`config.mk`:
```
export PLATFORM = sky130hd
export DESIGN_NAME = rv32i_store_buffer_flat
export DESIGN_NICKNAME = d
export VERILOG_FILES = /design/src/rtl/rv32i_store_buffer_pkg.sv /design/src/rtl/rv32i_store_buffer_if.sv /design/src/rtl/rv32i_store_buffer_fifo.sv /design/src/rtl/rv32i_store_buffer.sv /design/src/flat_wrapper.sv
export SDC_FILE = /design/constraint.sdc
export NUM_CORES = 1
export LEC_CHECK = 0
export ABC_CLOCK_PERIOD_IN_PS = 3600
export CAP_MARGIN = 25
export CORE_MARGIN = 10
export CORE_UTILIZATION = 49
export CTS_CLUSTER_SIZE = 14
export DETAILED_ROUTE_END_ITERATION = 16
export GPL_ROUTABILITY_DRIVEN = 0
export GPL_TIMING_DRIVEN = 0
export PLACE_DENSITY = 0.77
export SLEW_MARGIN = 20
export SYNTH_ARGS = -nofsm -noshare
export SYNTH_HDL_FRONTEND = slang
export SYNTH_SLANG_ARGS = --single-unit
export TNS_END_PERCENT = 50
```
`constraint.sdc`:
```
create_clock -name clk -period 3.6 [get_ports clk]
set_clock_uncertainty 0.15 [all_clocks]
set_input_delay 0.36 -clock clk [delete_from_list [all_inputs] [get_ports clk]]
set_output_delay 0.36 -clock clk [all_outputs]
set_load 0.02 [all_outputs]
```
`src/rtl/rv32i_store_buffer_pkg.sv`:
```
// Shared types and helpers for the MEM-stage store buffer.
package rv32i_store_buffer_pkg;

    localparam int unsigned SbDepth     = 4;
    localparam int unsigned SbWidth     = 32;
    localparam int unsigned SbAddrWidth = 32;

    // RV32I load/store funct3 encodings
    localparam logic [2:0] Funct3B  = 3'b000;
    localparam logic [2:0] Funct3H  = 3'b001;
    localparam logic [2:0] Funct3W  = 3'b010;
    localparam logic [2:0] Funct3Bu = 3'b100;
    localparam logic [2:0] Funct3Hu = 3'b101;

    typedef struct packed {
        logic [SbAddrWidth-1:0] addr;
        logic [SbWidth-1:0]     data;
        logic [2:0]             func3;
    } sb_entry_t;

    // Halfwords need an even address, words a 4-byte aligned one; other codes never fault.
    function automatic logic is_misaligned(input logic [2:0] func3, input logic [1:0] addr_lo);
        logic mis;
        unique case (func3)
            Funct3H, Funct3Hu: mis = addr_lo[0];
            Funct3W:           mis = (addr_lo != 2'b00);
            default:           mis = 1'b0;
        endcase
        return mis;
    endfunction

    // Only SB/SH/SW are real stores; anything else with we=1 is dropped.
    function automatic logic is_store_f3(input logic [2:0] func3);
        return (func3 == Funct3B) || (func3 == Funct3H) || (func3 == Funct3W);
    endfunction

endpackage

```
`src/rtl/rv32i_store_buffer_if.sv`:
```
// Pipeline request and data-memory port bundle for the store buffer.
interface rv32i_store_buffer_if
    import rv32i_store_buffer_pkg::*;
#(
    parameter int unsigned WIDTH      = SbWidth,
    parameter int unsigned ADDR_WIDTH = SbAddrWidth
) ();
    logic                  i_req_valid;
    logic                  i_req_we;
    logic [ADDR_WIDTH-1:0] i_req_addr;
    logic [WIDTH-1:0]      i_req_data;
    logic [2:0]            i_req_func3;
    logic                  i_fence;
    logic                  o_stall;
    logic                  o_misaligned;
    logic [WIDTH-1:0]      o_load_data;
    logic                  o_empty;
    logic                  o_dm_we;
    logic [ADDR_WIDTH-1:0] o_dm_addr;
    logic [WIDTH-1:0]      o_dm_data;
    logic [2:0]            o_dm_func3;
    logic [WIDTH-1:0]      i_dm_data;

    // Store buffer side
    modport slave (
        input  i_req_valid, i_req_we, i_req_addr, i_req_data, i_req_func3, i_fence, i_dm_data,
        output o_stall, o_misaligned, o_load_data, o_empty, o_dm_we, o_dm_addr, o_dm_data,
               o_dm_func3
    );

    // Pipeline plus memory side
    modport master (
        output i_req_valid, i_req_we, i_req_addr, i_req_data, i_req_func3, i_fence, i_dm_data,
        input  o_stall, o_misaligned, o_load_data, o_empty, o_dm_we, o_dm_addr, o_dm_data,
               o_dm_func3
    );
endinterface

```
`src/rtl/rv32i_store_buffer_fifo.sv`:
```
// Circular store queue with per-entry word-address match for load hazard detection.
module rv32i_store_buffer_fifo
    import rv32i_store_buffer_pkg::*;
#(
    parameter int unsigned DEPTH = SbDepth
) (
    input  logic                   clk,
    input  logic                   rst,
    input  logic                   push_i,
    input  sb_entry_t              push_entry_i,
    input  logic                   pop_i,
    input  logic [SbAddrWidth-3:0] cmp_waddr_i,
    output sb_entry_t              head_o,
    output logic                   full_o,
    output logic                   empty_o,
    output logic [DEPTH-1:0]       match_o
);
    localparam int unsigned PtrW = $clog2(DEPTH);
    localparam int unsigned CntW = PtrW + 1;

    sb_entry_t        entry_q [DEPTH];
    logic [DEPTH-1:0] valid_q;
    logic [PtrW-1:0]  head_q;
    logic [PtrW-1:0]  tail_q;
    logic [CntW-1:0]  count_q;

    // Pointers, count and valid bits; pointers wrap naturally since DEPTH is a power of 2
    always_ff @(posedge clk or negedge rst) begin
        if (!rst) begin
            head_q  <= '0;
            tail_q  <= '0;
            count_q <= '0;
            valid_q <= '0;
        end else begin
            if (pop_i) begin
                head_q          <= head_q + PtrW'(1);
                valid_q[head_q] <= 1'b0;
            end
            if (push_i) begin
                tail_q          <= tail_q + PtrW'(1);
                valid_q[tail_q] <= 1'b1;
            end
            count_q <= count_q + CntW'(push_i) - CntW'(pop_i);
        end
    end

    // Entry payload needs no reset: valid_q gates every use of it
    always_ff @(posedge clk) begin
        if (push_i) begin
            entry_q[tail_q] <= push_entry_i;
        end
    end

    // Word-address compare against every live entry
    always_comb begin
        match_o = '0;
        for (int unsigned i = 0; i < DEPTH; i++) begin
            match_o[i] = valid_q[i] && (entry_q[i].addr[SbAddrWidth-1:2] == cmp_waddr_i);
        end
    end

    assign head_o  = entry_q[head_q];
    assign full_o  = (count_q == CntW'(DEPTH));
    assign empty_o = (count_q == '0);

endmodule

```
`src/rtl/rv32i_store_buffer.sv`:
```
// MEM-stage store buffer: queues stores, drains them in load-free cycles, stalls on hazards.
module rv32i_store_buffer
    import rv32i_store_buffer_pkg::*;
#(
    parameter int unsigned WIDTH      = SbWidth,
    parameter int unsigned ADDR_WIDTH = SbAddrWidth,
    parameter int unsigned DEPTH      = SbDepth
) (
    input logic                 clk,
    input logic                 rst,
    rv32i_store_buffer_if.slave bus
);
    logic             req_mis;
    logic             req_load;
    logic             req_store;
    logic             hazard;
    logic             load_own;
    logic             stall;
    logic             push;
    logic             pop;
    logic             fifo_full;
    logic             fifo_empty;
    logic [DEPTH-1:0] match;
    sb_entry_t        head;
    sb_entry_t        new_entry;

    assign new_entry = '{addr: bus.i_req_addr, data: bus.i_req_data, func3: bus.i_req_func3};

    rv32i_store_buffer_fifo #(
        .DEPTH (DEPTH)
    ) u_fifo (
        .clk          (clk),
        .rst          (rst),
        .push_i       (push),
        .push_entry_i (new_entry),
        .pop_i        (pop),
        .cmp_waddr_i  (bus.i_req_addr[ADDR_WIDTH-1:2]),
        .head_o       (head),
        .full_o       (fifo_full),
        .empty_o      (fifo_empty),
        .match_o      (match)
    );

    // Classify the request, then derive stall and enqueue
    always_comb begin
        req_mis   = bus.i_req_valid
                    && is_misaligned(bus.i_req_func3, bus.i_req_addr[1:0])
                    && (!bus.i_req_we || is_store_f3(bus.i_req_func3));
        req_load  = bus.i_req_valid && !bus.i_req_we && !req_mis;
        req_store = bus.i_req_valid && bus.i_req_we && !req_mis && is_store_f3(bus.i_req_func3);
        hazard    = req_load && (|match);
        load_own  = req_load && !hazard;
        stall     = (req_store && fifo_full) || hazard || (bus.i_fence && !fifo_empty);
        push      = req_store && !fifo_full && !stall;
    end

    // Memory port mux: a clean load wins, otherwise the head entry drains
    always_comb begin
        bus.o_dm_we    = 1'b0;
        bus.o_dm_addr  = '0;
        bus.o_dm_data  = '0;
        bus.o_dm_func3 = '0;
        pop            = 1'b0;
        if (load_own) begin
            bus.o_dm_addr  = bus.i_req_addr;
            bus.o_dm_func3 = bus.i_req_func3;
        end else if (!fifo_empty) begin
            bus.o_dm_we    = 1'b1;
            bus.o_dm_addr  = head.addr;
            bus.o_dm_data  = head.data;
            bus.o_dm_func3 = head.func3;
            pop            = 1'b1;
        end
    end

    assign bus.o_stall      = stall;
    assign bus.o_misaligned = req_mis;
    assign bus.o_empty      = fifo_empty;
    assign bus.o_load_data  = bus.i_dm_data;

endmodule
```
`src/flat_wrapper.sv`:
```
// flat-port wrapper written by rule: the top's interface ports become plain ports
module rv32i_store_buffer_flat import rv32i_store_buffer_pkg::*;
#(
    parameter int unsigned WIDTH      = SbWidth,
    parameter int unsigned ADDR_WIDTH = SbAddrWidth,
    parameter int unsigned DEPTH      = SbDepth
)
  (clk, rst, bus_i_req_valid, bus_i_req_we, bus_i_req_addr, bus_i_req_data, bus_i_req_func3, bus_i_fence, bus_i_dm_data, bus_o_stall, bus_o_misaligned, bus_o_load_data, bus_o_empty, bus_o_dm_we, bus_o_dm_addr, bus_o_dm_data, bus_o_dm_func3);
  rv32i_store_buffer_if #(.WIDTH(WIDTH), .ADDR_WIDTH(ADDR_WIDTH)) bus_i ();
  input logic clk;
  input logic rst;
  input wire logic [$bits(bus_i.i_req_valid)-1:0] bus_i_req_valid;
  input wire logic [$bits(bus_i.i_req_we)-1:0] bus_i_req_we;
  input wire logic [$bits(bus_i.i_req_addr)-1:0] bus_i_req_addr;
  input wire logic [$bits(bus_i.i_req_data)-1:0] bus_i_req_data;
  input wire logic [$bits(bus_i.i_req_func3)-1:0] bus_i_req_func3;
  input wire logic [$bits(bus_i.i_fence)-1:0] bus_i_fence;
  input wire logic [$bits(bus_i.i_dm_data)-1:0] bus_i_dm_data;
  output wire logic [$bits(bus_i.o_stall)-1:0] bus_o_stall;
  output wire logic [$bits(bus_i.o_misaligned)-1:0] bus_o_misaligned;
  output wire logic [$bits(bus_i.o_load_data)-1:0] bus_o_load_data;
  output wire logic [$bits(bus_i.o_empty)-1:0] bus_o_empty;
  output wire logic [$bits(bus_i.o_dm_we)-1:0] bus_o_dm_we;
  output wire logic [$bits(bus_i.o_dm_addr)-1:0] bus_o_dm_addr;
  output wire logic [$bits(bus_i.o_dm_data)-1:0] bus_o_dm_data;
  output wire logic [$bits(bus_i.o_dm_func3)-1:0] bus_o_dm_func3;
  assign bus_i.i_req_valid = bus_i_req_valid;
  assign bus_i.i_req_we = bus_i_req_we;
  assign bus_i.i_req_addr = bus_i_req_addr;
  assign bus_i.i_req_data = bus_i_req_data;
  assign bus_i.i_req_func3 = bus_i_req_func3;
  assign bus_i.i_fence = bus_i_fence;
  assign bus_i.i_dm_data = bus_i_dm_data;
  assign bus_o_stall = bus_i.o_stall;
  assign bus_o_misaligned = bus_i.o_misaligned;
  assign bus_o_load_data = bus_i.o_load_data;
  assign bus_o_empty = bus_i.o_empty;
  assign bus_o_dm_we = bus_i.o_dm_we;
  assign bus_o_dm_addr = bus_i.o_dm_addr;
  assign bus_o_dm_data = bus_i.o_dm_data;
  assign bus_o_dm_func3 = bus_i.o_dm_func3;
  rv32i_store_buffer #(.WIDTH(WIDTH), .ADDR_WIDTH(ADDR_WIDTH), .DEPTH(DEPTH)) u_core (.clk(clk), .rst(rst), .bus(bus_i));
endmodule
```
# ---- Word level (Yosys, flattened, before mapping)
# Memories as Yosys holds them, arrays and structs flattened.
# Index checks and enable logic that the tools add are counted.
# W data, S select, Z words.
dict set report word_totals {
  reg_bits 11
  latch_bits 0
  ramBits 268
  romBits 0
  input_bits 104
  out_inout_bits 103
  elab_cells 76
  memories 1
}
dict set report classes {
  addsub 4
  mul 0
  div_mod_pow 0
  magnitude_cmp 4
  n_eq_ne 8
  shifts 0
  muxes 17
  bitwise_logic 3
  n_reduce_logical 35
}
# name words width rd rd_clocked_by_memory_dff wr line
set mem_list {}
lappend mem_list {u_core.u_fifo.entry_q 4 67 5 0 1 rv32i_store_buffer_fifo.sv:21} ;# sb_entry_t entry_q [DEPTH];
# operator count
set op_table {}
lappend op_table {{$mux W32} 4}
lappend op_table {{$eq A30 B30 Y1} 4}
lappend op_table {{$logic_and A1 B1 Y1} 19}
lappend op_table {{$mux W4} 2}
lappend op_table {{$eq A3 B3 Y1 const B} 2}
lappend op_table {{$logic_not A1 Y1} 6}
lappend op_table {{$logic_not A3 Y1} 2}
lappend op_table {{$lt A2 B3 Y1 const B} 2}
lappend op_table {{$mux W1} 6}
lappend op_table {{$mux W3} 2}
lappend op_table {{$logic_or A1 B1 Y1} 5}
lappend op_table {{$add A2 B1 Y2 const B} 2}
lappend op_table {{$and A4 B4 Y4} 1}
lappend op_table {{$demux W1 S2} 2}
lappend op_table {{$ge A2 B1 Y1 const B} 2}
lappend op_table {{$not A4 Y4} 1}
lappend op_table {{$or A4 B4 Y4} 1}
lappend op_table {{$reduce_or A4 Y1} 1}
lappend op_table {{$add A3 B1 Y3} 1}
lappend op_table {{$eq A3 B1 Y1 const B} 1}
lappend op_table {{$eq A3 B2 Y1 const B} 1}
lappend op_table {{$sub A3 B1 Y3} 1}
lappend op_table {{$pmux W1 S2} 1}
lappend op_table {{$reduce_bool A2 Y1} 1}
lappend op_table {{$reduce_or A2 Y1} 1}

# ---- Logic depth before layout (Yosys ltp)
# Gate-level depths: netlist of run 1.
dict set report depth {
  depth_word 15
  depth_mapped 16
  ltp_nobuf 13
}

# ---- By module
# From an unflattened synthesis of run 1, not the netlist that was laid out.
dict set report hier_totals {
  cells_unflattened 795
  area_unflattened_um2 13016.2
}
# module instances cells_per_inst area_each_um2 seq_area_each_um2
set modules_own_cells {}
lappend modules_own_cells {rv32i_store_buffer_fifo 1 590 11806.3 8323.0}
lappend modules_own_cells {rv32i_store_buffer 1 205 1209.9 0.0}

# ---- Worst setup path after synthesis of run 1
# Ideal clock, no wire load.
dict set report synth_timing {
  path_kind {register to register}
  startpoint {register u_core.u_fifo.count_q[1]}
  endpoint {memory u_core.u_fifo.entry_q[1][0] (netlist name), enable pin}
  setup_time_ps 433
  t_arrival_ps 3032
  required_time_ps 3017
  setup_slack_ps -15
  stages_incl_launch_ff 7
  path_buffers 2
  period_less_slack_ps 3615
  path_cell_list {dfrtp_1 > or3_1 > clkbuf_1 > o21ai_0 > and2_1 > clkbuf_1 > and2_1}
}
dict set report synth_via {
  elab_chain_len 8
  elab_cells_between_ends 13
  cone_classes {1 x eq/ne; 2 x mux; 10 x reduce/logical}
}
# item line
set synth_rtl {}
lappend synth_rtl {{from (decl)} rv32i_store_buffer_fifo.sv:25} ;# logic [CntW-1:0] count_q;
lappend synth_rtl {{from (signal assigned)} rv32i_store_buffer_fifo.sv:43} ;# count_q <= count_q + CntW'(push_i) - CntW'(pop_i);
lappend synth_rtl {{$eq A3 B3 Y1 or $logic_not A3 Y1 (tied branches)} {rv32i_store_buffer_fifo.sv:63, rv32i_store_buffer_fifo.sv:64}}
lappend synth_rtl {{$logic_and A1 B1 Y1 or $logic_not A1 Y1 (tied branches)} rv32i_store_buffer.sv:53} ;# stall = (req_store && fifo_full) || hazard || (bus.i_fence && !fifo_empty);
lappend synth_rtl {{$logic_or A1 B1 Y1 or $logic_and A1 B1 Y1 (tied branches)} rv32i_store_buffer.sv:53}
lappend synth_rtl {{$logic_or A1 B1 Y1} rv32i_store_buffer.sv:53}
lappend synth_rtl {{$logic_not A1 Y1} rv32i_store_buffer.sv:54} ;# push = req_store && !fifo_full && !stall;
lappend synth_rtl {{$logic_and A1 B1 Y1 (*)} rv32i_store_buffer.sv:54}
lappend synth_rtl {{$mux W1 (*)} rv32i_store_buffer_fifo.sv:49} ;# if (push_i) begin
lappend synth_rtl {{$mux W1 (not written as such) (*)} rv32i_store_buffer_fifo.sv:50} ;# entry_q[tail_q] <= push_entry_i;
lappend synth_rtl {{to (decl)} rv32i_store_buffer_fifo.sv:21}
# Mark *: on every way between the ends. The rest lies on a longest branch, timed or not.

# ---- Worst setup path after layout of run 1
dict set report layout_timing {
  startpoint {input bus_i_req_addr[16]}
  endpoint {output bus_o_dm_addr[17]}
}
dict set report layout_via {
  elab_chain_len 7
  elab_cells_between_ends 13
  cone_classes {4 x eq/ne; 1 x mux; 8 x reduce/logical}
}
# item line
set layout_rtl {}
lappend layout_rtl {{from (decl)} flat_wrapper.sv:14} ;# input wire logic [$bits(bus_i.i_req_addr)-1:0] bus_i_req_addr;
lappend layout_rtl {{$eq A30 B30 Y1} rv32i_store_buffer_fifo.sv:58} ;# match_o[i] = valid_q[i] && (entry_q[i].addr[SbAddrWidth-1:2] == cmp_waddr_i);
lappend layout_rtl {{$logic_and A1 B1 Y1} rv32i_store_buffer_fifo.sv:58}
lappend layout_rtl {{$reduce_or A4 Y1 (*)} rv32i_store_buffer.sv:51} ;# hazard = req_load && (|match);
lappend layout_rtl {{$logic_and A1 B1 Y1 (*)} rv32i_store_buffer.sv:51}
lappend layout_rtl {{$logic_not A1 Y1 (*)} rv32i_store_buffer.sv:52} ;# load_own = req_load && !hazard;
lappend layout_rtl {{$logic_and A1 B1 Y1 (*)} rv32i_store_buffer.sv:52}
lappend layout_rtl {{$mux W32 (*)} rv32i_store_buffer.sv:64} ;# if (load_own) begin
lappend layout_rtl {{to (decl)} flat_wrapper.sv:24} ;# output wire logic [$bits(bus_i.o_dm_addr)-1:0] bus_o_dm_addr;
# Marks and branches as above.

==> results.ini, run 1 <==
[critical_path]
path_class = in2out
cp-end-kind = output port
required_ps = 3090
rrSetupSlack_ps = 90
worst-path-max-fanout = 10
crit_arrival_ps = 3090
reg2reg_from = u_core.u_fifo.entry_q[0][60]$_DFFE_PP_
worstRegToRegCells = 15
r2r_end = u_core.u_fifo.count_q[2]$_DFF_PN0_
crit_path_start_kind = input pin

[floorplan]
die-area_mm2 = 0.03451
num_rows = 60
die_w_um = 185.8
ios = 207
die_h_um = 185.8
core_mm2 = 0.02703
start_util = 0.4982

[synth]
synthMuxAreaShare = 0.1136
synth_xor_area_frac = 0.08224
yosysSeqAreaShare = 0.6182
synth-compound-area-share = 0.03485
syn-cell-area_mm2 = 0.01346
synthAdderAreaFrac = 0.01078
syn_nets = 986
postSynthAreaPerCell_um2 = 15.46
synth_top_family_by_area = multiplexers
yosysWarnings = 0
synth_cells = 871
synth_seq_cells = 279
yosys.area_share.simple = 0.08986
synth_cell_types = 43

[finish]
layout_common_cells = edfxtp_1, clkdlybuf4s50_1, nand4_1
area_delta_synth_final_pct = 29.49
layout_commonest_cell = edfxtp_1
final_layout_size_suffix_gt1_frac = 0.3198
fin_area_mm2 = 0.01743
fin_nets = 1200
fillers = 1908
seq_area_mm2 = 0.008323
multi_input_area_mm2 = 0.005216

[sta]
finalSetupViolCount = 0
hold_viol = 8
period_minus_slack_ps = 3599
max_freq_mhz = 277.9
max_slew.worst_pin.slew_ps = 845.8
slew_violations = 0
timing.hold.ws_ps = -15.38
period_share = 0.9996
rsz0062_at_grt = true
slew_headroom = 0.4361

[global_route]
grt_pass1_vias = 9048
grt_max_degree = 48
grt_pass1_wl_mm = 55.59
grt_usage = 0.2131
overflow = 0
antenna_found_initial = 3

[routing]
drtAntennaViolNets = 0
first_iter_violations = 1142
dr.pass1.iters = 5
routedWlPerCell_um = 26.20
via_per_inst = 6.163
finalWirelength_mm = 37.99
vias = 8936
drc_errors = 0

[run_status]
violations = negative hold slack
status = finished with violations

[power]
p_leak_nw = 6.169
power_density_mw_per_mm2 = 603.1
peakVddDrop_uv = 429.4
power_mw = 10.51

[min_path]
hold_path_class = in2reg
worstHoldStart = bus_i_req_addr[8]
holdPathStages = 1
min_to = u_core.u_fifo.entry_q[3][43]$_DFFE_PP_

[job]
cap_violations = 0

[clock_tree]
clk_pin_slew_ps = 60
clkLatencyLatePin_ps = 570
cts_inserted_buffers = 29
cts_max_path_buffers = 3
clockRootBuffer = clkbuf_16
clock-sinks = 279
htreeDepth = 1
cts_tree = built

[place]
dp_hpwl_mm = 26.06
dpl_cell_area_mm2 = 0.01574
io_buffers = 174

## worst max-delay path by stage
stage               slack (ps)                                from                                      to
floorplan                  -20  u_core.u_fifo.count_q[1]$_DFF_PN0_   u_core.u_fifo.entry_q[2][0]$_DFFE_PP_
global route               -90                  bus_i_req_addr[24]                             bus_o_stall
global placement         -1910                   bus_i_req_addr[1]  u_core.u_fifo.entry_q[2][24]$_DFFE_PP_
detailed placement        -830                  bus_i_req_addr[30]      u_core.u_fifo.count_q[2]$_DFF_PN0_
CTS                        0.8                  bus_i_req_addr[12]      u_core.u_fifo.count_q[2]$_DFF_PN0_
finish                       1                  bus_i_req_addr[16]                       bus_o_dm_addr[17]
## routing by layer
metal | part of all wire | global-route usage | vias to the layer above | wire (um)
met1 | 0.37 | 0.2709 | 4474 | 13960
met5 | 0.00053 | 0 | - | 20
met2 | 0.48 | 0.3492 | 558 | 18330
met4 | 0.036 | 0.07288 | 2 | 1377
met3 | 0.11 | 0.05401 | 99 | 4294
li1 | - | - | 3803 | -
## registers in the layout (all words and copies together) (netlist names)
name                   count
u_core.u_fifo.count_q      3
u_core.u_fifo.head_q       2
u_core.u_fifo.valid_q      4
u_core.u_fifo.entry_q    268
u_core.u_fifo.tail_q       2
## timing repair
action,in CTS,in global routing
hold buffers,1,0
buffers inserted,6,3
pin swaps,3,5
gates cloned,0,0
setup endpoints to repair,71,64
endpoints found under the hold margin,7,0
gates resized for setup,189,119
## cell type report
class / instances / area share
sequential: 279 / 0.4774
tap: 341 / 0.02447
clock inverter: 18 / 0.008110
multi-input combinational: 471 / 0.2992
timing repair buffer: 188 / 0.1034
buffer: 100 / 0.04076
clock buffer: 35 / 0.04292
inverter: 16 / 0.003445
antenna: 2 / 0.0002871
## power breakdown
part | switching [mW] | internal [mW] | total, mW
Sequential | 0.0783 | 3.67 | 3.75
Combinational | 2.19 | 1.72 | 3.91
Clock | 1.24 | 1.62 | 2.85
Total | 3.51 | 7.01 | 10.5
## worst max-delay path: stages
cell	delay [ps]
clkdlybuf4s50_1	510
buf_6	210
xnor2_2	280
nand4_1	160
nor4_2	330
a22oi_2	220
and3_1	220
buf_6	140
buf_6	170
o21ai_2	170
clkdlybuf4s15_1	320
## Yosys cell counts
cell / n / area, um2
nand2b_1: 2 / 12.51
inv_1: 15 / 56.30
xnor2_1: 119 / 1042
and4_1: 2 / 17.52
o21ai_2: 27 / 236.5
o21ai_0: 9 / 45.04
o22ai_1: 2 / 12.51
or3_1: 1 / 6.260
mux4_2: 67 / 1509
fa_1: 1 / 20.02
buf_1: 2 / 7.510
dfrtp_1: 11 / 275.3
a22oi_2: 2 / 25.02
inv_2: 1 / 3.750
nand3_1: 10 / 50.05
nand2_1: 43 / 161.4
edfxtp_1: 268 / 8048
o21a_1: 1 / 7.510
clkbuf_1: 30 / 112.6
nand4_1: 88 / 550.5
a31oi_1: 1 / 6.260
ha_1: 10 / 125.1
nor4_1: 10 / 62.56
buf_2: 30 / 150.1
buf_6: 8 / 90.09
nor3b_1: 2 / 15.01
a311oi_1: 2 / 17.52
buf_4: 34 / 255.2
a22oi_1: 1 / 7.510
xnor2_2: 4 / 65.06
o21ai_1: 2 / 10.01
clkbuf_2: 1 / 5.000
o211ai_1: 2 / 15.01
nor2_1: 3 / 11.26
and2_1: 6 / 37.54
nor4_2: 5 / 62.56
o2111ai_1: 1 / 8.760
and4b_1: 1 / 10.01
a2bb2oi_1: 5 / 43.79
a2111oi_0: 1 / 8.760
mux2i_1: 2 / 20.02
and3_1: 34 / 212.7
a21oi_1: 5 / 25.02
## cell families (layout without fill, tap and decap cells)
family / after synthesis / in the layout
compound gates: 61 / 61
other cells: 0 / 2
mux: 69 / 69
xor+xnor: 123 / 123
simple gates: 207 / 207
buf+inv: 121 / 357
fa+ha+maj: 11 / 11
flops: 279 / 279
## stage by stage
stage	utilization	TNS, ps	instances	setup slack (ps)
after floorplan	-	-1021	871	-15.24
after global placement	0.5785	-419480	1386	-1909
after detailed placement	0.5823	-38090	1390	-833.6
after CTS	0.6335	0	1447	0.8202
after global routing	0.6449	-856.7	1448	-90.54
final	0.6451	0	1450	1.348
(Power assumes the default switching activity.)
==> inputs of run 2 (changes only) <==
--- a/config.mk
+++ b/config.mk
@@ -6,7 +6,7 @@
 export NUM_CORES = 1
 export LEC_CHECK = 0
 export ABC_CLOCK_PERIOD_IN_PS = 3600
-export CAP_MARGIN = 25
+export CAP_MARGIN = 20
 export CORE_MARGIN = 10
 export CORE_UTILIZATION = 49
 export CTS_CLUSTER_SIZE = 14
==> run 2 against run 1 <==
The flow still finishes with violations (negative hold slack). Global-route usage unchanged. Clock power is essentially flat. Fmax unchanged. Non-clock buffer count is the same. Worst setup slack is the same. Largest power group unchanged. Sequential share of layout area is the same. Routed wire length unchanged. Sequential cell count unchanged. Final area unchanged. Clock-buffer cell count is the same. Via count stayed put.
==> results.ini, run 2 (synthesized netlist as in run 1, its figures left out) <==
[finish]
area_delta_synth_final_pct = 29.49  ; unchanged
layout_commonest_cell = edfxtp_1  ; unchanged
regMostFlops = u_core.u_fifo.entry_q  ; unchanged
layout_common_cells = edfxtp_1, clkdlybuf4s50_1, nand4_1  ; unchanged
fin_nets = 1200  ; unchanged
largest_register_ffs = 268  ; unchanged
largestRegisters = u_core.u_fifo.entry_q x268, u_core.u_fifo.valid_q x4, u_core.u_fifo.count_q x3  ; unchanged
final_layout_size_suffix_gt1_frac = 0.3198  ; unchanged
fillers = 1908  ; unchanged
fin_area_mm2 = 0.01743  ; unchanged
final_util = 0.6451  ; unchanged

[clock_tree]
clockRootBuffer = clkbuf_16  ; unchanged
htreeDepth = 1  ; unchanged
clk_pin_slew_ps = 60  ; about the same
clkLatencyLatePin_ps = 570  ; about the same
cts_inserted_buffers = 29  ; unchanged
clock-sinks = 279  ; unchanged
cts_max_path_buffers = 3  ; unchanged
cts_tree = built  ; unchanged

[critical_path]
crit_arrival_ps = 3090  ; about the same
cpMostUsedCell = buf_6  ; unchanged
cpPeakStageDelay_ps = 510  ; about the same
worstRegToRegCells = 15  ; unchanged
required_ps = 3090  ; about the same
cp-end-kind = output port  ; unchanged
cp_cell_sequence = clkdlybuf4s50_1 -> buf_6 -> xnor2_2 -> nand4_1 -> nor4_2 -> a22oi_2 -> and3_1 -> buf_6 -> buf_6 -> o21ai_2 -> clkdlybuf4s15_1  ; unchanged
worst-path-max-fanout = 10  ; unchanged
crit_path_start_kind = input pin  ; unchanged
path_class = in2out  ; unchanged
cpMaxStageDelayCell = clkdlybuf4s50_1  ; unchanged

[power]
peakVddDrop_uv = 429.4  ; unchanged
pwr-share-comb = 0.372  ; about the same
p_seq_frac = 0.356  ; about the same
intPower_mw = 7.008  ; unchanged
power_mw = 10.51  ; unchanged
p_leak_nw = 6.169  ; unchanged
p_sw_mw = 3.506  ; unchanged
power_density_mw_per_mm2 = 603.1  ; unchanged
power_frac_clock = 0.271  ; about the same
swShare = 0.3335  ; unchanged

[place]
io_buffers = 174  ; unchanged
dpl_cell_area_mm2 = 0.01574  ; unchanged
dp_hpwl_mm = 26.06  ; unchanged

[routing]
via_per_inst = 6.163  ; unchanged
met1_length_mm = 13.96  ; unchanged
drtAntennaViolNets = 0  ; unchanged
vias = 8936  ; unchanged
routedWlPerCell_um = 26.20  ; unchanged
first_iter_violations = 1142  ; unchanged
drc_errors = 0  ; unchanged
top_layer = met5  ; unchanged
finalWirelength_mm = 37.99  ; unchanged
wl_met2_mm = 18.33  ; unchanged
met3_length_mm = 4.294  ; unchanged
dr.pass1.iters = 5  ; unchanged

[global_route]
grt_max_degree = 48  ; unchanged
grt_usage = 0.2131  ; unchanged
grt_pass1_vias = 9048  ; unchanged
overflow = 0  ; unchanged
antenna_found_initial = 3  ; unchanged
grt_pass1_wl_mm = 55.59  ; unchanged

[sta]
period_minus_slack_ps = 3599  ; unchanged
hold_viol = 8  ; unchanged
timing.hold.ws_ps = -15.38  ; unchanged
slew_headroom = 0.4361  ; unchanged
setup-tns-final_ps = 0  ; unchanged
rsz0062_at_grt = true  ; unchanged
slew_violations = 0  ; unchanged
max_slew.worst_pin.slew_ps = 845.8  ; unchanged
max_freq_mhz = 277.9  ; unchanged
finalSetupViolCount = 0  ; unchanged
period_share = 0.9996  ; unchanged

[floorplan]
die_h_um = 185.8  ; unchanged
die-area_mm2 = 0.03451  ; unchanged
ios = 207  ; unchanged
die_w_um = 185.8  ; unchanged
start_util = 0.4982  ; unchanged
num_rows = 60  ; unchanged
core_mm2 = 0.02703  ; unchanged

[run_status]
violations = negative hold slack  ; unchanged
status = finished with violations  ; unchanged

[job]
cap_violations = 0  ; unchanged

[min_path]
hold_path_class = in2reg  ; unchanged
holdPathStages = 1  ; unchanged

## run 2: cell counts in the layout (fill, tap and decap cells not counted)
No cell type changed its count.
## run 2: metal layers
metal	GRT usage	up-vias
li1	-	3803
met1	0.2709	4474
met2	0.3492	558
met3	0.05401	99
met4	0.07288	2
met5	0	-
## run 2: stage by stage
stage | instances | worst slack [ps]
2_1_floorplan | 871 | -15.24
3_3_place_gp | 1386 | -1909
3_5_place_dp | 1390 | -833.6
4_1_cts | 1447 | 0.8202
5_1_grt | 1448 | -90.54
6_report | 1450 | 1.348
## run 2: cell type report
| class | instances | area, um2 | share of cell area |
|---|---|---|---|
| Multi-Input combinational cell | 471 | 5216 | 0.2992 |
| Antenna cell | 2 | 5.005 | 0.0002871 |
| Buffer | 100 | 710.7 | 0.04076 |
| Timing Repair Buffer | 188 | 1803 | 0.1034 |
| Sequential cell | 279 | 8323 | 0.4774 |
| Tap cell | 341 | 426.7 | 0.02447 |
| Clock buffer | 35 | 748.2 | 0.04292 |
| Inverter | 16 | 60.06 | 0.003445 |
| Clock inverter | 18 | 141.4 | 0.008110 |
## run 2: timing repair
| item | in CTS | in global routing |
|---|---|---|
| hold endpoints to repair | 7 | 0 |
| gates cloned | 0 | 0 |
| setup endpoints to repair | 71 | 64 |
| pin swaps | 3 | 5 |
| buffers inserted | 6 | 3 |
| hold buffers | 1 | 0 |
| gates resized for setup | 189 | 119 |
## run 2: critical path: cells and delay by family
family / cells / cell delay [ps]
AND/OR/NAND/NOR: 3 / 710
buffers and inverters: 5 / 1350
XOR/XNOR: 1 / 280
AO/OA/AOI/OAI: 2 / 390
## run 2: final timing paths
path,start,end,slack (ps)
worst max-delay path,bus_i_req_addr[16],bus_o_dm_addr[17],1
worst min-delay path,bus_i_req_addr[8],u_core.u_fifo.entry_q[3][43]$_DFFE_PP_,-20
worst max register to register,u_core.u_fifo.entry_q[0][60]$_DFFE_PP_,u_core.u_fifo.count_q[2]$_DFF_PN0_,90
worst min register to register,u_core.u_fifo.count_q[0]$_DFF_PN0_,u_core.u_fifo.count_q[0]$_DFF_PN0_,400
max in group asynchronous,rst,u_core.u_fifo.valid_q[0]$_DFF_PN0_,2400
min in group asynchronous,rst,u_core.u_fifo.count_q[1]$_DFF_PN0_,550
## run 2: power by group through the flow
stage          registers, mW  logic, mW  clock network, mW
6_report                3.75       3.91               2.85
3_5_place_dp            3.80       4.09                  0
4_1_cts                 3.74       3.91               2.88
5_1_grt                 3.75       4.18               3.00
3_3_place_gp            3.80       4.04                  0
2_1_floorplan           3.78       2.51                  0
==> inputs of run 3 (changes only) <==
--- a/config.mk
+++ b/config.mk
@@ -9,9 +9,8 @@
 export CAP_MARGIN = 20
 export CORE_MARGIN = 10
 export CORE_UTILIZATION = 49
-export CTS_CLUSTER_SIZE = 14
+export CTS_CLUSTER_SIZE = 20
 export DETAILED_ROUTE_END_ITERATION = 16
-export GPL_ROUTABILITY_DRIVEN = 0
 export GPL_TIMING_DRIVEN = 0
 export PLACE_DENSITY = 0.77
 export SLEW_MARGIN = 20
==> run 3 against run 2 <==
The run still ends with negative hold slack left. Clock-buffer cell count shrank 2. First-iteration DRC count is 29% lower. Register-to-register slack is essentially flat. Sequential share of layout area shrank 0.68 points. Non-clock buffer count rose by 8. Combinational power is essentially flat. Die area unchanged. Worst hold slack got worse by 11 ps. Critical endpoint is now bus_o_dm_addr[13]. Highest routed layer unchanged.
==> results.ini, run 3 (synthesized netlist as in run 1, its figures left out) <==
[run_status]
status = finished with violations  ; unchanged
violations = negative hold slack  ; unchanged

[routing]
drtAntennaViolNets = 0  ; unchanged
vias = 8915  ; was 8936
finalWirelength_mm = 39.23  ; was 37.99 mm
first_iter_violations = 815  ; was 1142
met1_length_mm = 14.83  ; was 13.96 mm
drc_errors = 0  ; unchanged
routedWlPerCell_um = 26.87  ; was 26.20 um
dr.pass1.iters = 5  ; unchanged
wl_met2_mm = 19.43  ; was 18.33 mm
met3_length_mm = 3.888  ; was 4.294 mm
via_per_inst = 6.106  ; was 6.163
top_layer = met5  ; unchanged

[finish]
fin_nets = 1208  ; was 1200
layout_commonest_cell = edfxtp_1  ; unchanged
regMostFlops = u_core.u_fifo.entry_q  ; unchanged
largestRegisters = u_core.u_fifo.entry_q x268, u_core.u_fifo.valid_q x4, u_core.u_fifo.count_q x3  ; unchanged
fillers = 1870  ; was 1908
final_layout_size_suffix_gt1_frac = 0.3647  ; was 0.3198
seq_area_mm2 = 0.008323  ; unchanged
area_delta_synth_final_pct = 31.34  ; was 29.49%
multi_input_area_mm2 = 0.005439  ; was 0.005216 mm2
layout_common_cells = edfxtp_1, clkdlybuf4s50_1, nand4_1  ; unchanged
largest_register_ffs = 268  ; unchanged
final_util = 0.6544  ; was 0.6451

[clock_tree]
htreeDepth = 1  ; unchanged
clockRootBuffer = clkbuf_16  ; unchanged
cts_max_path_buffers = 3  ; unchanged
clk_pin_slew_ps = 60  ; about the same
cts_inserted_buffers = 29  ; unchanged
cts_tree = built  ; unchanged
clkLatencyLatePin_ps = 560  ; was 570 ps
clock-sinks = 279  ; unchanged

[min_path]
worstHoldStart = bus_i_req_addr[6]  ; was bus_i_req_addr[8]
min_to = u_core.u_fifo.entry_q[0][41]$_DFFE_PP_  ; was u_core.u_fifo.entry_q[3][43]$_DFFE_PP_
hold_path_class = in2reg  ; unchanged
holdPathStages = 1  ; unchanged

[sta]
hold_viol = 18  ; was 8
timing.hold.ws_ps = -26.68  ; was -15.38 ps
rsz0062_at_grt = true  ; unchanged
max_slew.worst_pin.slew_ps = 809.8  ; was 845.8 ps
slew_headroom = 0.4601  ; was 0.4361
max_freq_mhz = 278.4  ; was 277.9 MHz
slew_violations = 0  ; unchanged
period_minus_slack_ps = 3591  ; was 3599 ps
setup-tns-final_ps = 0  ; unchanged
period_share = 0.9976  ; was 0.9996
finalSetupViolCount = 0  ; unchanged

[floorplan]
ios = 207  ; unchanged
die_h_um = 185.8  ; unchanged
start_util = 0.4982  ; unchanged
num_rows = 60  ; unchanged
die-area_mm2 = 0.03451  ; unchanged
core_mm2 = 0.02703  ; unchanged
die_w_um = 185.8  ; unchanged

[power]
peakVddDrop_uv = 513.8  ; was 429.4 uV
p_sw_mw = 3.531  ; was 3.506 mW
p_seq_frac = 0.356  ; about the same
power_frac_clock = 0.273  ; was 0.271
intPower_mw = 6.986  ; was 7.008 mW
pwr-share-comb = 0.371  ; was 0.372
swShare = 0.3357  ; was 0.3335
p_leak_nw = 6.354  ; was 6.169 nW
power_density_mw_per_mm2 = 594.7  ; was 603.1 mW/mm2

[place]
io_buffers = 174  ; unchanged
dp_hpwl_mm = 27.33  ; was 26.06 mm
place.gp.congestion = 0.9258

[global_route]
grt_usage = 0.2202  ; was 0.2131
antenna_found_initial = 4  ; was 3
grt_pass1_wl_mm = 56.77  ; was 55.59 mm
grt_max_degree = 42  ; was 48
grt_pass1_vias = 9080  ; was 9048
overflow = 0  ; unchanged

[job]
cap_violations = 0  ; unchanged

[critical_path]
worstRegToRegCells = 15  ; unchanged
crit_arrival_ps = 3080  ; was 3090 ps
worst-path-max-fanout = 10  ; unchanged
reg2reg_from = u_core.u_fifo.entry_q[3][53]$_DFFE_PP_  ; was u_core.u_fifo.entry_q[0][60]$_DFFE_PP_
crit_path_start_kind = input pin  ; unchanged
required_ps = 3090  ; about the same
cp-end-kind = output port  ; unchanged
rrSetupSlack_ps = 80  ; was 90 ps
path_class = in2out  ; unchanged
r2r_end = u_core.u_fifo.count_q[2]$_DFF_PN0_  ; unchanged

[run 3: repair_timing]
action,CTS,global route
hold buffers,0,1
gates resized for setup,257,145
setup buffers,6,7
setup endpoints to repair,71,69
pin swaps,5,17
endpoints found under the hold margin,0,4
[run 3: power groups by stage]
stage,logic (mW),registers [mW],clock network [mW]
floorplan,2.51,3.78,0
global placement,4.06,3.80,0
detailed placement,4.11,3.80,0
CTS,3.99,3.74,2.90
global route,4.20,3.75,3.01
finish,3.91,3.74,2.87
[run 3: critical path, cell delays in order]
cell and delay (ps):
clkdlybuf4s50_1 510, buf_4 230, xnor2_1 350, nand3_1 140, nor4_2 280, a22oi_2 180
buf_4 190, buf_4 160, clkbuf_4 210, nand4_1 140, o21ai_2 80, clkdlybuf4s15_2 250
[run 3: per-stage QoR]
step	cell area [um2]	power (mW)	std cells	hold slack (ps)	worst slack, ps
after floorplan	13470	6.293	871	-85.59	-15.24
after global placement	15630	7.857	1386	368.8	-1913
after detailed placement	15730	7.914	1390	367.6	-943.5
after CTS	17320	10.63	1449	9.694	-58.74
after global routing	17680	10.96	1458	2.641	-72.69
final	17680	10.52	1460	-26.68	8.562
[run 3: final cells by class]
class | count | area share
tap | 341 | 0.02413
timing repair buffer | 192 | 0.1000
sequential | 279 | 0.4706
antenna | 3 | 0.0004245
multi-input combinational | 471 | 0.3076
inverter | 16 | 0.003396
clock inverter | 21 | 0.009339
clock buffer | 33 | 0.04188
buffer | 104 | 0.04259
[run 3: worst max path at each step]
stage / startpoint / endpoint / depth (start not counted)
2_1_floorplan: u_core.u_fifo.count_q[1]$_DFF_PN0_ / u_core.u_fifo.entry_q[2][0]$_DFFE_PP_ / 6
3_3_place_gp: bus_i_req_addr[1] / u_core.u_fifo.entry_q[2][50]$_DFFE_PP_ / 7
3_5_place_dp: bus_i_req_addr[29] / u_core.u_fifo.count_q[2]$_DFF_PN0_ / 17
4_1_cts: u_core.u_fifo.entry_q[2][47]$_DFFE_PP_ / u_core.u_fifo.count_q[2]$_DFF_PN0_ / 15
5_1_grt: bus_i_req_addr[27] / u_core.u_fifo.count_q[2]$_DFF_PN0_ / 17
6_report: bus_i_req_addr[29] / bus_o_dm_addr[13] / 12
[run 3: routing by layer]
| metal | vias up | GRT usage |
|---|---|---|
| met5 | - | 0 |
| met2 | 480 | 0.3689 |
| li1 | 3848 | - |
| met1 | 4514 | 0.2812 |
| met3 | 71 | 0.05245 |
| met4 | 2 | 0.05934 |
